## src/rtl/encoder_pkg.sv

```systemverilog
// Shared types and widths for the 16-to-4 request encoder.
// Holds the FSM state enum and small bit-vector helpers.
package encoder_pkg;

    localparam int REQ_W = 16;
    localparam int IDX_W = 4;
    localparam int CNT_W = 5;

    typedef enum logic {
        IDLE  = 1'b0,
        DRAIN = 1'b1
    } state_t;

    // Number of set bits in a request vector (0..16).
    function automatic logic [CNT_W-1:0] popcount(
        input logic [REQ_W-1:0] v
    );
        logic [CNT_W-1:0] n;
        n = '0;
        for (int i = 0; i < REQ_W; i++) begin
            n = n + CNT_W'(v[i]);
        end
        return n;
    endfunction

    // One-hot mask selecting a single request bit.
    function automatic logic [REQ_W-1:0] onehot(
        input logic [IDX_W-1:0] i
    );
        logic [REQ_W-1:0] m;
        m = '0;
        m[i] = 1'b1;
        return m;
    endfunction

endpackage

```

## src/rtl/encoder_16x4_prio.sv

```systemverilog
// Combinational 16-to-4 priority encoder.
// msb_first selects whether the highest or lowest set bit wins.
module encoder_16x4_prio
    import encoder_pkg::*;
(
    input  logic [REQ_W-1:0] req,
    input  logic             msb_first,
    output logic [IDX_W-1:0] idx,
    output logic             any
);

    // Later loop iterations override earlier ones, so the scan
    // order decides which set bit has priority.
    always_comb begin
        idx = '0;
        any = |req;
        if (msb_first) begin
            for (int i = 0; i < REQ_W; i++) begin
                if (req[i]) idx = IDX_W'(i);
            end
        end else begin
            for (int i = REQ_W - 1; i >= 0; i--) begin
                if (req[i]) idx = IDX_W'(i);
            end
        end
    end

endmodule

```

## src/rtl/encoder_16x4.sv

```systemverilog
// Captures a 16-bit request vector and streams out the index of
// every set bit, one per accepted transfer, in priority order.
module encoder_16x4
    import encoder_pkg::*;
#(
    parameter int MSB_FIRST = 0
) (
    input  logic             clk,
    input  logic             rst,
    input  logic             in_valid,
    output logic             in_ready,
    input  logic [REQ_W-1:0] in,
    output logic             out_valid,
    input  logic             out_ready,
    output logic [IDX_W-1:0] out,
    output logic             out_last,
    output logic             zero_err,
    output logic [CNT_W-1:0] count
);

    localparam logic MSB = (MSB_FIRST != 0);

    state_t           state_q;
    state_t           state_d;
    logic [REQ_W-1:0] pending_q;
    logic [REQ_W-1:0] pending_d;
    logic [CNT_W-1:0] count_q;
    logic [CNT_W-1:0] count_d;
    logic             zero_q;
    logic             zero_d;

    logic [IDX_W-1:0] idx;
    logic             any;
    logic             capture;
    logic             fire;
    logic             last;

    encoder_16x4_prio u_prio (
        .req       (pending_q),
        .msb_first (MSB),
        .idx       (idx),
        .any       (any)
    );

    // Handshake and output decode from the registered state only,
    // so no output depends combinationally on an input.
    always_comb begin
        in_ready  = (state_q == IDLE);
        out_valid = (state_q == DRAIN) && any;
        out       = out_valid ? idx : '0;
        last      = (count_q == CNT_W'(1));
        out_last  = out_valid && last;
        zero_err  = zero_q;
        count     = count_q;
        capture   = in_valid && in_ready;
        fire      = out_valid && out_ready;
    end

    // Next-state logic: capture in IDLE, retire one bit per
    // accepted transfer in DRAIN, leave after the last one.
    always_comb begin
        state_d   = state_q;
        pending_d = pending_q;
        count_d   = count_q;
        zero_d    = 1'b0;
        unique case (state_q)
            IDLE: begin
                if (capture) begin
                    pending_d = in;
                    count_d   = popcount(in);
                    if (in == '0) begin
                        zero_d = 1'b1;
                    end else begin
                        state_d = DRAIN;
                    end
                end
            end
            DRAIN: begin
                if (fire) begin
                    pending_d = pending_q & ~onehot(idx);
                    count_d   = count_q - CNT_W'(1);
                    if (last) state_d = IDLE;
                end
            end
            default: begin
                state_d = IDLE;
            end
        endcase
    end

    // State registers; reset discards any pending request bits.
    always_ff @(posedge clk or posedge rst) begin
        if (rst) begin
            state_q   <= IDLE;
            pending_q <= '0;
            count_q   <= '0;
            zero_q    <= 1'b0;
        end else begin
            state_q   <= state_d;
            pending_q <= pending_d;
            count_q   <= count_d;
            zero_q    <= zero_d;
        end
    end

endmodule

```

## config.mk

```make
export PLATFORM = sky130hd
export DESIGN_NAME = encoder_16x4
export DESIGN_NICKNAME = d
export VERILOG_FILES = /design/src/rtl/encoder_pkg.sv /design/src/rtl/encoder_16x4_prio.sv /design/src/rtl/encoder_16x4.sv
export SDC_FILE = /design/constraint.sdc
export NUM_CORES = 1
export LEC_CHECK = 0
export ABC_AREA = 0
export BUFFER_PORTS_ARGS = -buffer_cell sky130_fd_sc_hd__buf_4
export CAP_MARGIN = 20
export CORE_MARGIN = 2
export CORE_UTILIZATION = 45
export DETAILED_ROUTE_END_ITERATION = 12
export GPL_TIMING_DRIVEN = 0
export PLACE_DENSITY = 0.76
export SKIP_LAST_GASP = 1
export SLEW_MARGIN = 20
export SYNTH_ARGS = -nofsm -noshare
export SYNTH_HDL_FRONTEND = slang
export SYNTH_SLANG_ARGS = --single-unit
```

## constraint.sdc

```tcl
create_clock -name clk -period 3.6 [get_ports clk]
set_clock_uncertainty 0.1 [all_clocks]
set_input_delay 0.72 -clock clk [delete_from_list [all_inputs] [get_ports clk]]
set_output_delay 0.72 -clock clk [all_outputs]
set_load 0.1 [all_outputs]
```

---- After elaboration in Yosys (flattened, before gate mapping) ----
Cells that the tools add are included.
word-level totals
  flip-flop bits (word level) ............. 23
  logic and storage cells ................. 69
operators by class
  add/subtract/negate cells ............... 16
  $lt $le $gt $ge ......................... 2
  equality and inequality tests ........... 3
  mux-type cells .......................... 33
  bitwise operators ....................... 3
  reductions and logical operators ........ 8
operators by type and width
  cell                                                    count
  2-to-1 mux 4 bit                                        17
  adder 5 x 1 -> 5 bit                                    11
  2-to-1 mux 16 bit                                       2
  case mux 16 bit (2 select lines)                        1
  AND 16 bit                                              1
  zero test 16 bit                                        1
  NOT 16 bit                                              1
  OR reduction 16 bit                                     1
  2-to-1 mux 5 bit                                        2
  case mux 5 bit (2 select lines)                         1
  2-to-1 mux 1 bit                                        8
  adder 4 x 1 -> 5 bit                                    1
  equality test 5 x 1 -> 1 bit (second input constant)    1
  logical AND 1 bit                                       5
  < comparator 4 x 5 -> 1 bit (second input constant)     1
  subtractor 5 x 1 -> 5 bit (second input constant)       1
  adder 3 x 1 -> 4 bit                                    1
  demux 1 bit (select 4 bit)                              1
  >= comparator 4 x 1 -> 1 bit (second input constant)    1
  inequality test 2 x 1 -> 1 bit (second input constant)  2
  adder 2 x 1 -> 3 bit                                    1
  adder 1 x 1 -> 2 bit                                    1
  case mux 1 bit (2 select lines)                         1
  AND reduction 2 bit                                     1
  NOT 1 bit                                               1

---- Depth between registers and ports, before layout ----
Gate-level depths: netlist of run 1.
  depth after elaboration ................. 24
  depth in mapped cells ................... 15
  gate-level depth less buffers ........... 15

---- By module ----
Synthesis of run 1 repeated with hierarchy kept, for this count alone.
second synthesis, totals
  cells, all modules ...................... 232
  area total of the unflattened synthesis .. 1971.9 um^2
by module, submodules not included
  module             times used  cells an instance  area an instance (um^2)
  encoder_16x4       1           177                1659.1
  encoder_16x4_prio  1           55                 312.8

---- Least setup slack after synthesis of run 1 ----
OpenSTA, ideal clock, no wires.
  path type ............................... register -> output
  from .................................... register count_q[0], in the netlist count[0]
  to ...................................... output out_last
  arrival ................................. 4201 ps
  required time ........................... 2780 ps
  slack ................................... -1421 ps
  stages on the path, launching flop included .. 3
  buffers on the path ..................... 0
  cell sequence ........................... dfrtp_1 -> ha_1 -> nor4bb_1
on the way
  cells in the longest elaborated chain, start to end .. 2
ends and longest elaborated chain
  what                          line                 RTL
  from (decl)                   encoder_16x4.sv:27   logic [CNT_W-1:0] count_q;
  from (signal assigned)        encoder_16x4.sv:101  count_q <= count_d;
  equality test 5 x 1 -> 1 bit  encoder_16x4.sv:51   last = (count_q == CNT_W'(1));
  logical AND 1 bit             encoder_16x4.sv:52   out_last = out_valid && last;
  to (decl)                     encoder_16x4.sv:16   output logic out_last,
Every way passes these cells.

---- Worst setup path in the final report of run 1 ----
  from .................................... input in[0]
  to ...................................... register count_q[2], in the netlist count[2]
on the way
  cells in the longest elaborated chain, start to end .. 17
ends and longest elaborated chain
  what                                 line                RTL
  from (decl)                          encoder_16x4.sv:12  input logic [REQ_W-1:0] in,
  adder 1 x 1 -> 2 bit                 encoder_pkg.sv:21   n = n + CNT_W'(v[i]);
  adder 2 x 1 -> 3 bit                 encoder_pkg.sv:21
  adder 3 x 1 -> 4 bit                 encoder_pkg.sv:21
  adder 4 x 1 -> 5 bit                 encoder_pkg.sv:21
  adder 5 x 1 -> 5 bit (11 in series)  encoder_pkg.sv:21
  2-to-1 mux 5 bit                     encoder_16x4.sv:68  if (capture) begin
  case mux 5 bit (2 select lines)      encoder_16x4.sv:66  unique case (state_q)
Every way passes these cells. The select of a mux whose other input is x is not followed.
A chain may end at the register's enable or synchronous reset.

==> results of run 1 <==
## per-stage QoR
step | utilization [%] | TNS (ps)
4_1_cts | 56.0 | -776
2_1_floorplan | - | -1320
3_3_place_gp | 54.0 | -1910
5_1_grt | 56.2 | -1240
6_report | 56.2 | -797
3_5_place_dp | 54.0 | -2070
## metal layers
layer,up-vias,global-route usage [%],routed length [um]
li1,790,-,-
met1,813,32.1,2050
met2,62,36.9,2240
met3,7,1.83,272
met4,0,7.40,74
met5,-,0,0
## cells in the final DEF (no fill, tap or decap), drive strengths merged, types with 5 or more instances in the layout
cell type / netlist / layout
inv: 28 / 28
a21oi: 15 / 15
o21ai: 11 / 11
dfrtp: 23 / 23
ha: 8 / 8
nor3: 5 / 5
o311ai: 6 / 6
nor4: 8 / 8
clkbuf: 5 / 9
fa: 10 / 10
nor2: 18 / 18
buf: 3 / 35
nand2: 18 / 18
## worst max path at each step
stage                     depth (start not counted)  slack [ps]    from                    to
after floorplan                                  12        -360   in[0]  count[2]$_DFFE_PP0P_
after global placement                           13        -560   in[7]  count[2]$_DFFE_PP0P_
after detailed placement                         14        -600  in[11]  count[3]$_DFFE_PP0P_
after CTS                                        13        -290   in[0]  count[2]$_DFFE_PP0P_
after global routing                             13        -410   in[0]  count[2]$_DFFE_PP0P_
final                                            13        -320   in[0]  count[2]$_DFFE_PP0P_
## sequential cells by signal (all words and copies together) (netlist names)
signal and count:
count 5, pending_q 16, state_q 1, zero_err 1
## logic make-up after synthesis
| group | count (synthesis) | synth area share, % |
|---|---|---|
| fa+ha+maj | 18 | 16.6 |
| xor+xnor | 2 | 0.968 |
| simple gates | 69 | 20.9 |
| compound gates | 51 | 19.1 |
| buf+inv | 37 | 8.43 |
| mux | 4 | 2.21 |
| flops | 23 | 31.8 |
## timing repair
action | 4_1_cts | 5_1_grt
setup buffers | 0 | 0
cloned | 0 | 0
pin swaps | 7 | 1
gates resized for setup | 11 | 3
setup endpoints to repair | 4 | 4
## critical path: cells and delay by family
| kind | cells | cell delay [ps] |
|---|---|---|
| xor+xnor | 1 | 150 |
| buf+inv | 3 | 200 |
| simple gates | 1 | 120 |
| compound gates | 2 | 270 |
| fa+ha+maj | 6 | 2540 |
## final cells by class
cell class / count / area (um^2) / share of cell area, %
Multi-Input combinational cell: 144 / 1120 / 50.7
Sequential cell: 23 / 576 / 26.0
Timing Repair Buffer: 32 / 255 / 11.5
Inverter: 29 / 109 / 4.92
Tap cell: 50 / 62.6 / 2.82
Clock buffer: 4 / 45.0 / 2.03
Buffer: 8 / 43.8 / 1.98
==> impl_results.md, run 1 <==
* CTS Sinks at 23
* Largest area contributor in the netlist: dfrtp_1
* Final #Nets at 279
* Die width at 67.4 um
* Slew margin rel. at 39.5%
* Hold crit path type: flip-flop to flip-flop
* Yosys top cell area share at 31.8%
* Ant. Diodes at 0
* Synth-to-layout area growth at 22.3%
* DPL Wire Length at 3760 um
* Post-synth EDFFs at 0
* Initial core utilization at 45.9%
* Post-Layout Cell Count at 290
* Pre-CTS setup slack at -601 ps
* CP Capture Type: flip-flop
* Initial antenna violation count at 0
* Share of cells above drive strength 1 at 24.2%
* Vias in the first global route at 1608
* Status: complete, but fails checks
* Drt first pass iters at 4
* Iteration-0 DRC Markers at 149
* Post-route ant nets at 0
* Post-synthesis cell count at 204
* Slew @ Worst Pin at 906 ps
* Worst path max stage delay at 530 ps
* First-pass GRT wire length at 7610 um
* Global Route Usage Sum at 22.7%
* FILL cells at 360
* Area after DPL at 0.00213 mm^2
* WS Path Type: primary input to flip-flop
* Die height at 67.4 um
* Die area at 0.00455 mm^2
* Top post-synthesis cells by count: inv_1 (28), dfrtp_1 (23), nor2_1 (18)
* Vias at 1672
* Hold buffers post-CTS at 0
* Clk buf depth at 2
* Slowest-stage cell, CP: fa_1
* Hold Crit Depth at 2
* Most frequent cell after synthesis: inv_1
* Largest cells by area after synthesis: dfrtp_1 (32%), fa_1 (11%), inv_1 (5.8%), ha_1 (5.5%), a21oi_1 (3.9%)
* Failing checks: negative setup slack
* Clock Pin Slew Worst Setup and Hold Paths at 80 ps
* Routed WL per cell at 16.0 um
* Final max-slew violation count at 0
* # placed instances at 286
* Synth Cell Area at 0.00181 mm^2
* Fin crit period at 3920 ps
* Max Cap Viol at 0
* Fmax at 255 MHz
* # DRC at 0
* Ys async rst share at 100%
* Core ar. at 0.00394 mm^2
* Max Fanout on Critical Path at 2
* R2r setup slk at 1550 ps
* CTS tree: done
* Root Driver: clkbuf_8
* Design Area, Final at 0.00221 mm^2
* Synth Register Bits at 23
* Distinct cells, synth at 49
* Post-Syn Area per Cell at 8.87 um^2
* Syn nets at 242
* RSZ-0062 raised after global routing: yes
* Most common cell on crit path: fa_1
* Hold Startpoint: count[1]$_DFFE_PP0P_
* Min-Delay Endpoint: count[1]$_DFFE_PP0P_
* Final wirelength at 4640 um
* Final setup viols at 4
* PortBufs at 32
* Seq/Total Area, Yosys at 31.8%
* Worst setup margin at -317 ps
* Io pins at 33
* Worst-path cell chain: buf_6 -> fa_1 -> inv_1 -> fa_1 -> fa_2 -> fa_1 -> inv_2 -> ha_4 -> fa_2 -> xor2_1 -> nor2_1 -> a31oi_1 -> o22a_1
* Critical R2R Capture: pending_q[6]$_DFFE_PP0P_
* CP required at 3670 ps
* Main synth FF type: dfrtp_1
* FF-to-FF Start: pending_q[13]$_DFFE_PP0P_
* FP Rows at 23
* CP Launch Type: primary input
* GRT Residual Overflow at 0
* Cells on worst reg2reg path at 6
* Largest net degree at the start of global routing at 24
* Final Wtd Congestion at 0.901
* Fin crit share at 109%
* Final Hold Violating Endpoints at 0
* Crit path DAT at 3980 ps
* Final hold slack at 464 ps
* H-tree depth at 1
* Number of buffers created by CTS at 3
* Clk Latency, worst-skew pair at 270 ps
* Synth Warn # at 0
* Vias/cell at 5.77
Power of run 1 is not shown: default switching activity piles up to over one toggle a cycle in this logic, so the estimate is an artifact.
==> run 2: changes to the inputs <==
--- a/config.mk
+++ b/config.mk
@@ -13,6 +13,7 @@
 export DETAILED_ROUTE_END_ITERATION = 12
 export GPL_TIMING_DRIVEN = 0
 export PLACE_DENSITY = 0.76
+export SETUP_SLACK_MARGIN = 0.15
 export SKIP_LAST_GASP = 1
 export SLEW_MARGIN = 20
 export SYNTH_ARGS = -nofsm -noshare
==> run 2 against run 1 <==
Via count grew 0.12%; final area grew 2.5%; maximum frequency grew 0.62%; global-route usage is essentially flat; register-to-register slack got worse by 80 ps; non-clock buffer count up 2; count of clock-buffer cells in the layout did not move; core utilization is 1.4 points higher; flip-flop and latch count unchanged; the run still ends with negative setup slack left; critical endpoint unchanged; die area is the same.
==> impl_results.md, run 2 (synthesis gave the netlist of run 1 again) <==
* Global Route Usage Sum at 22.7% (about the same)
* H-tree depth at 1 (unchanged)
* Die area at 0.00455 mm^2 (unchanged)
* Max Cap Viol at 0 (unchanged)
* Final Wtd Congestion at 0.905 (+0.44%)
* Initial antenna violation count at 0 (unchanged)
* CP Launch Type: primary input
* Pre-CTS setup slack at -616 ps (-15.7 ps)
* Slew @ Worst Pin at 872 ps (-34.3 ps)
* Number of buffers created by CTS at 3 (unchanged)
* CP required at 3670 ps (about the same)
* Crit path DAT at 3960 ps (-20 ps)
* Worst setup margin at -293 ps (+24.3 ps)
* Ant. Diodes at 0 (unchanged)
* Slew margin rel. at 41.8% (+2.3 points)
* Vias/cell at 5.73 (-0.57%)
* Core ar. at 0.00394 mm^2 (unchanged)
* PortBufs at 32 (unchanged)
* Fmax at 257 MHz (+0.62%)
* Max reg flops at 16 (unchanged)
* Fin Setup TNS at -732 ps (+64.8 ps)
* Cells on worst reg2reg path at 6 (unchanged)
* Routed WL per cell at 15.9 um (-0.34%)
* Final wirelength at 4650 um (+0.35%)
* Hold crit path type: flip-flop to flip-flop
* # DRC at 0 (unchanged)
* DPL Wire Length at 3730 um (-0.61%)
* Most frequent cells in the layout: buf_4 (29), inv_1 (23), dfrtp_1 (23), nor2_1 (18), nand2_1 (17)
* Synth-to-layout area growth at 25.4%
* Design Area, Final at 0.00227 mm^2 (+2.5%)
* Fin crit share at 108% (-0.67 points)
* Post-route ant nets at 0 (unchanged)
* Drt first pass iters at 4 (unchanged)
* Io pins at 33 (unchanged)
* Root Driver: clkbuf_8
* Status: complete, but fails checks
* FP Rows at 23 (unchanged)
* Initial core utilization at 45.9% (unchanged)
* Commonest non-fill, non-tap cell in the layout: buf_4
* Fin crit period at 3890 ps (-24.3 ps)
* FILL cells at 351 (-2.5%)
* Final max-slew violation count at 0 (unchanged)
* Share of cells above drive strength 1 at 24.4% (+0.21 points)
* Iteration-0 DRC Markers at 114 (-23%)
* GRT Residual Overflow at 0 (unchanged)
* CTS tree: done
* Die height at 67.4 um (unchanged)
* Failing checks: negative setup slack
* Die width at 67.4 um (unchanged)
* CP Capture Type: flip-flop
* Final setup viols at 4 (unchanged)
* RSZ-0062 raised after global routing: yes
* Final #Nets at 281 (+0.72%)
* Final hold slack at 448 ps (-15.7 ps)
* Hold Crit Depth at 2 (unchanged)
* WS Path Type: primary input to flip-flop
* First-pass GRT wire length at 7570 um (-0.54%)
* Clk buf depth at 2 (unchanged)
* CTS Sinks at 23 (unchanged)
* Largest net degree at the start of global routing at 24 (unchanged)
* Area after DPL at 0.00215 mm^2 (+0.76%)
* Clk Latency, worst-skew pair at 270 ps (about the same)
* Clock Pin Slew Worst Setup and Hold Paths at 90 ps (about the same)
* Hold buffers post-CTS at 0 (unchanged)
* Max Fanout on Critical Path at 2 (unchanged)
* Vias at 1674 (+0.12%)
* Largest register by flop count: pending_q
* Vias in the first global route at 1518 (-5.6%)
* Final Hold Violating Endpoints at 0 (unchanged)
[run 2: cell type report]
type | count | area [um^2] | area share, %
Buffer | 8 | 43.8 | 1.93
Inverter | 29 | 114 | 5.01
Tap cell | 50 | 62.6 | 2.75
Timing Repair Buffer | 34 | 285 | 12.6
Clock buffer | 4 | 45.0 | 1.98
Multi-Input combinational cell | 144 | 1140 | 50.4
Sequential cell | 23 | 576 | 25.3
[run 2: layer usage]
| metal | up-vias | GRT usage (%) | wire length [um] |
|---|---|---|---|
| li1 | 792 | - | - |
| met1 | 807 | 31.8 | 1910 |
| met2 | 63 | 37.3 | 2320 |
| met3 | 12 | 1.67 | 299 |
| met4 | 0 | 7.91 | 127 |
| met5 | - | 0 | 0 |
[run 2: worst max-delay path, cell delays in order]
cell and delay [ps]:
buf_6 100, fa_1 530, inv_1 50, fa_1 490, fa_1 430, fa_1 510, inv_2 50, ha_4 150
fa_2 360, xor2_1 160, nor2_1 130, a31oi_1 70, o22a_1 230
[run 2: final timing paths]
| path | to | slack (ps) | startpoint |
|---|---|---|---|
| worst max-delay path | count[2]$_DFFE_PP0P_ | -290 | in[0] |
| worst min-delay path | count[1]$_DFFE_PP0P_ | 450 | count[1]$_DFFE_PP0P_ |
| worst max register to register | pending_q[12]$_DFFE_PP0P_ | 1470 | pending_q[4]$_DFFE_PP0P_ |
| worst min register to register | count[1]$_DFFE_PP0P_ | 450 | count[1]$_DFFE_PP0P_ |
| max in group asynchronous | pending_q[13]$_DFFE_PP0P_ | 2330 | rst |
| min in group asynchronous | state_q$_DFF_PP0_ | 520 | rst |
[run 2: repair_timing]
| action | CTS | global route |
|---|---|---|
| endpoints found under the hold margin | 0 | 0 |
| buffers inserted | 1 | 1 |
| pin swaps | 5 | 5 |
| endpoints found under the setup margin | 4 | 4 |
| gates resized for setup | 14 | 6 |
[run 2: metrics by stage]
| stage | std cells | util (%) |
|---|---|---|
| CTS | 291 | 56.9 |
| global route | 292 | 57.6 |
| finish | 292 | 57.6 |
| global placement | 286 | 54.4 |
| detailed placement | 286 | 54.4 |
| floorplan | 204 | - |
Power of run 2 is left out for the same reason.
==> run 3: changes to the inputs <==
--- a/config.mk
+++ b/config.mk
@@ -6,12 +6,11 @@
 export NUM_CORES = 1
 export LEC_CHECK = 0
 export ABC_AREA = 0
-export BUFFER_PORTS_ARGS = -buffer_cell sky130_fd_sc_hd__buf_4
+export BUFFER_PORTS_ARGS = -buffer_cell sky130_fd_sc_hd__buf_2
 export CAP_MARGIN = 20
 export CORE_MARGIN = 2
 export CORE_UTILIZATION = 45
 export DETAILED_ROUTE_END_ITERATION = 12
-export GPL_TIMING_DRIVEN = 0
 export PLACE_DENSITY = 0.76
 export SETUP_SLACK_MARGIN = 0.15
 export SKIP_LAST_GASP = 1
==> run 3 against run 2 <==
The run still ends with negative setup slack left; maximum frequency decreased by 0.43%; final area decreased by 1.2%; count of clock-buffer cells in the layout unchanged; register-to-register slack got worse by 570 ps; via count increased by 2.3%; worst setup slack got worse by 17 ps; critical path type unchanged.
==> impl_results.md, run 3 (synthesis gave the netlist of run 1 again) <==
* Die width at 67.4 um (unchanged)
* Global Route Usage Sum at 22.7% (about the same)
* Area after DPL at 0.00215 mm^2 (+0.17%)
* Initial core utilization at 45.9% (unchanged)
* Final wirelength at 4720 um (+1.4%)
* Vias/cell at 5.73 (-0.12%)
* Share of cells above drive strength 1 at 28.5% (+4.1 points)
* Clk Latency, worst-skew pair at 270 ps (about the same)
* Die area at 0.00455 mm^2 (unchanged)
* Final #Nets at 288 (+2.5%)
* Slew @ Worst Pin at 881 ps (+9.41 ps)
* Initial antenna violation count at 0 (unchanged)
* Fmax at 256 MHz (-0.43%)
* Largest register by flop count: pending_q
* Final Wtd Congestion at 0.859 (-5.0%)
* Final max-slew violation count at 0 (unchanged)
* Core ar. at 0.00394 mm^2 (unchanged)
* Final Hold Violating Endpoints at 0 (unchanged)
* Ant. Diodes at 0 (unchanged)
* Vias at 1712 (+2.3%)
* Drt first pass iters at 5 (+1)
* Worst setup margin at -309 ps (-16.8 ps)
* H-tree depth at 1 (unchanged)
* Root Driver: clkbuf_8
* Io pins at 33 (unchanged)
* Commonest non-fill, non-tap cell in the layout: buf_2
* WS Path Type: primary input to flip-flop
* Final setup viols at 4 (unchanged)
* Vias in the first global route at 1574 (+3.7%)
* Hold crit path type: flip-flop to flip-flop
* Failing checks: negative setup slack
* Iteration-0 DRC Markers at 126 (+11%)
* RSZ-0062 raised after global routing: yes
* Max reg flops at 16 (unchanged)
* CTS Sinks at 23 (unchanged)
* Min-Delay Endpoint: count[1]$_DFFE_PP0P_
* Number of post-CTS setup repair buffers at 0 (-1)
* Max Fanout on Critical Path at 2 (unchanged)
* Cells on worst reg2reg path at 7 (+1)
* CP Capture Type: flip-flop
* Max Cap Viol at 0 (unchanged)
* Fin crit share at 109% (+0.47 points)
* CP Launch Type: primary input
* Status: complete, but fails checks
* Design Area, Final at 0.00224 mm^2 (-1.2%)
* Number of buffers created by CTS at 3 (unchanged)
* First-pass GRT wire length at 7630 um (+0.82%)
* CTS tree: done
* Most frequent cells in the layout: buf_2 (27), inv_1 (24), dfrtp_1 (23), nor2_1 (18)
* DPL Wire Length at 3670 um (-1.6%)
* Critical R2R Capture: pending_q[6]$_DFFE_PP0P_
* Fin crit period at 3910 ps (+16.8 ps)
* Synth-to-layout area growth at 24.0%
* CP required at 3660 ps (about the same)
* Die height at 67.4 um (unchanged)
* Largest net degree at the start of global routing at 24 (unchanged)
* GRT Residual Overflow at 0 (unchanged)
* Crit path DAT at 3970 ps (about the same)
* Clk buf depth at 2 (unchanged)
* Slew margin rel. at 41.2% (-0.63 points)
* R2r setup slk at 900 ps (-570 ps)
* FP Rows at 23 (unchanged)
* Hold Crit Depth at 2 (unchanged)
* FF-to-FF Start: state_q$_DFF_PP0_
* Clock Pin Slew Worst Setup and Hold Paths at 80 ps (about the same)
* # DRC at 0 (unchanged)
* PortBufs at 32 (unchanged)
* FILL cells at 347 (-1.1%)
* Post-route ant nets at 0 (unchanged)
* Hold Startpoint: count[1]$_DFFE_PP0P_
* Routed WL per cell at 15.8 um (-0.93%)
==> run 3: area by class of cell <==
cell class	instances	area, um^2	share of cell area, %
inverter	29	109	4.85
sequential	23	576	25.6
timing repair buffer	49	319	14.2
multi-input combinational	144	1130	50.5
clock buffer	4	45.0	2.01
tap	50	62.6	2.79
==> run 3: metal layers <==
metal / global-route usage [%] / vias up / routed length, um
li1: - / 804 / -
met1: 31.2 / 831 / 1950
met2: 36.9 / 69 / 2390
met3: 3.83 / 8 / 336
met4: 6.63 / 0 / 35
met5: 0 / - / 0
==> run 3: repair_timing <==
| action | 4_1_cts | 5_1_grt |
|---|---|---|
| pin swaps | 7 | 1 |
| resized for setup | 12 | 3 |
| endpoints found under the hold margin | 0 | 0 |
| hold buffers | 0 | 0 |
| setup endpoints to repair | 4 | 4 |
==> run 3: worst max path at each step <==
stage / slack [ps] / start / end
global placement: -570 / in[7] / count[2]$_DFFE_PP0P_
global route: -400 / in[0] / count[2]$_DFFE_PP0P_
detailed placement: -600 / in[7] / count[2]$_DFFE_PP0P_
CTS: -270 / in[0] / count[2]$_DFFE_PP0P_
floorplan: -360 / in[0] / count[2]$_DFFE_PP0P_
finish: -310 / in[0] / count[2]$_DFFE_PP0P_
==> run 3: per-stage QoR <==
stage	setup WS, ps	instances	TNS (ps)	utilization (%)	hold WS, ps
6_report	-309	299	-784	56.9	446
5_1_grt	-405	299	-1210	56.9	502
4_1_cts	-274	299	-712	56.7	451
3_5_place_dp	-599	295	-2090	54.5	433
3_3_place_gp	-566	295	-1930	54.5	426
2_1_floorplan	-359	204	-1040	-	423
==> run 3: critical path, cell delays in order <==
cell     delay (ps)
buf_6           100
fa_1            520
inv_1            50
fa_1            510
fa_2            450
fa_1            490
inv_1            40
ha_2            170
fa_2            360
xor2_1          150
nor2_1          110
a31oi_1          60
o22a_1          230
Power of run 3 is left out for the same reason.
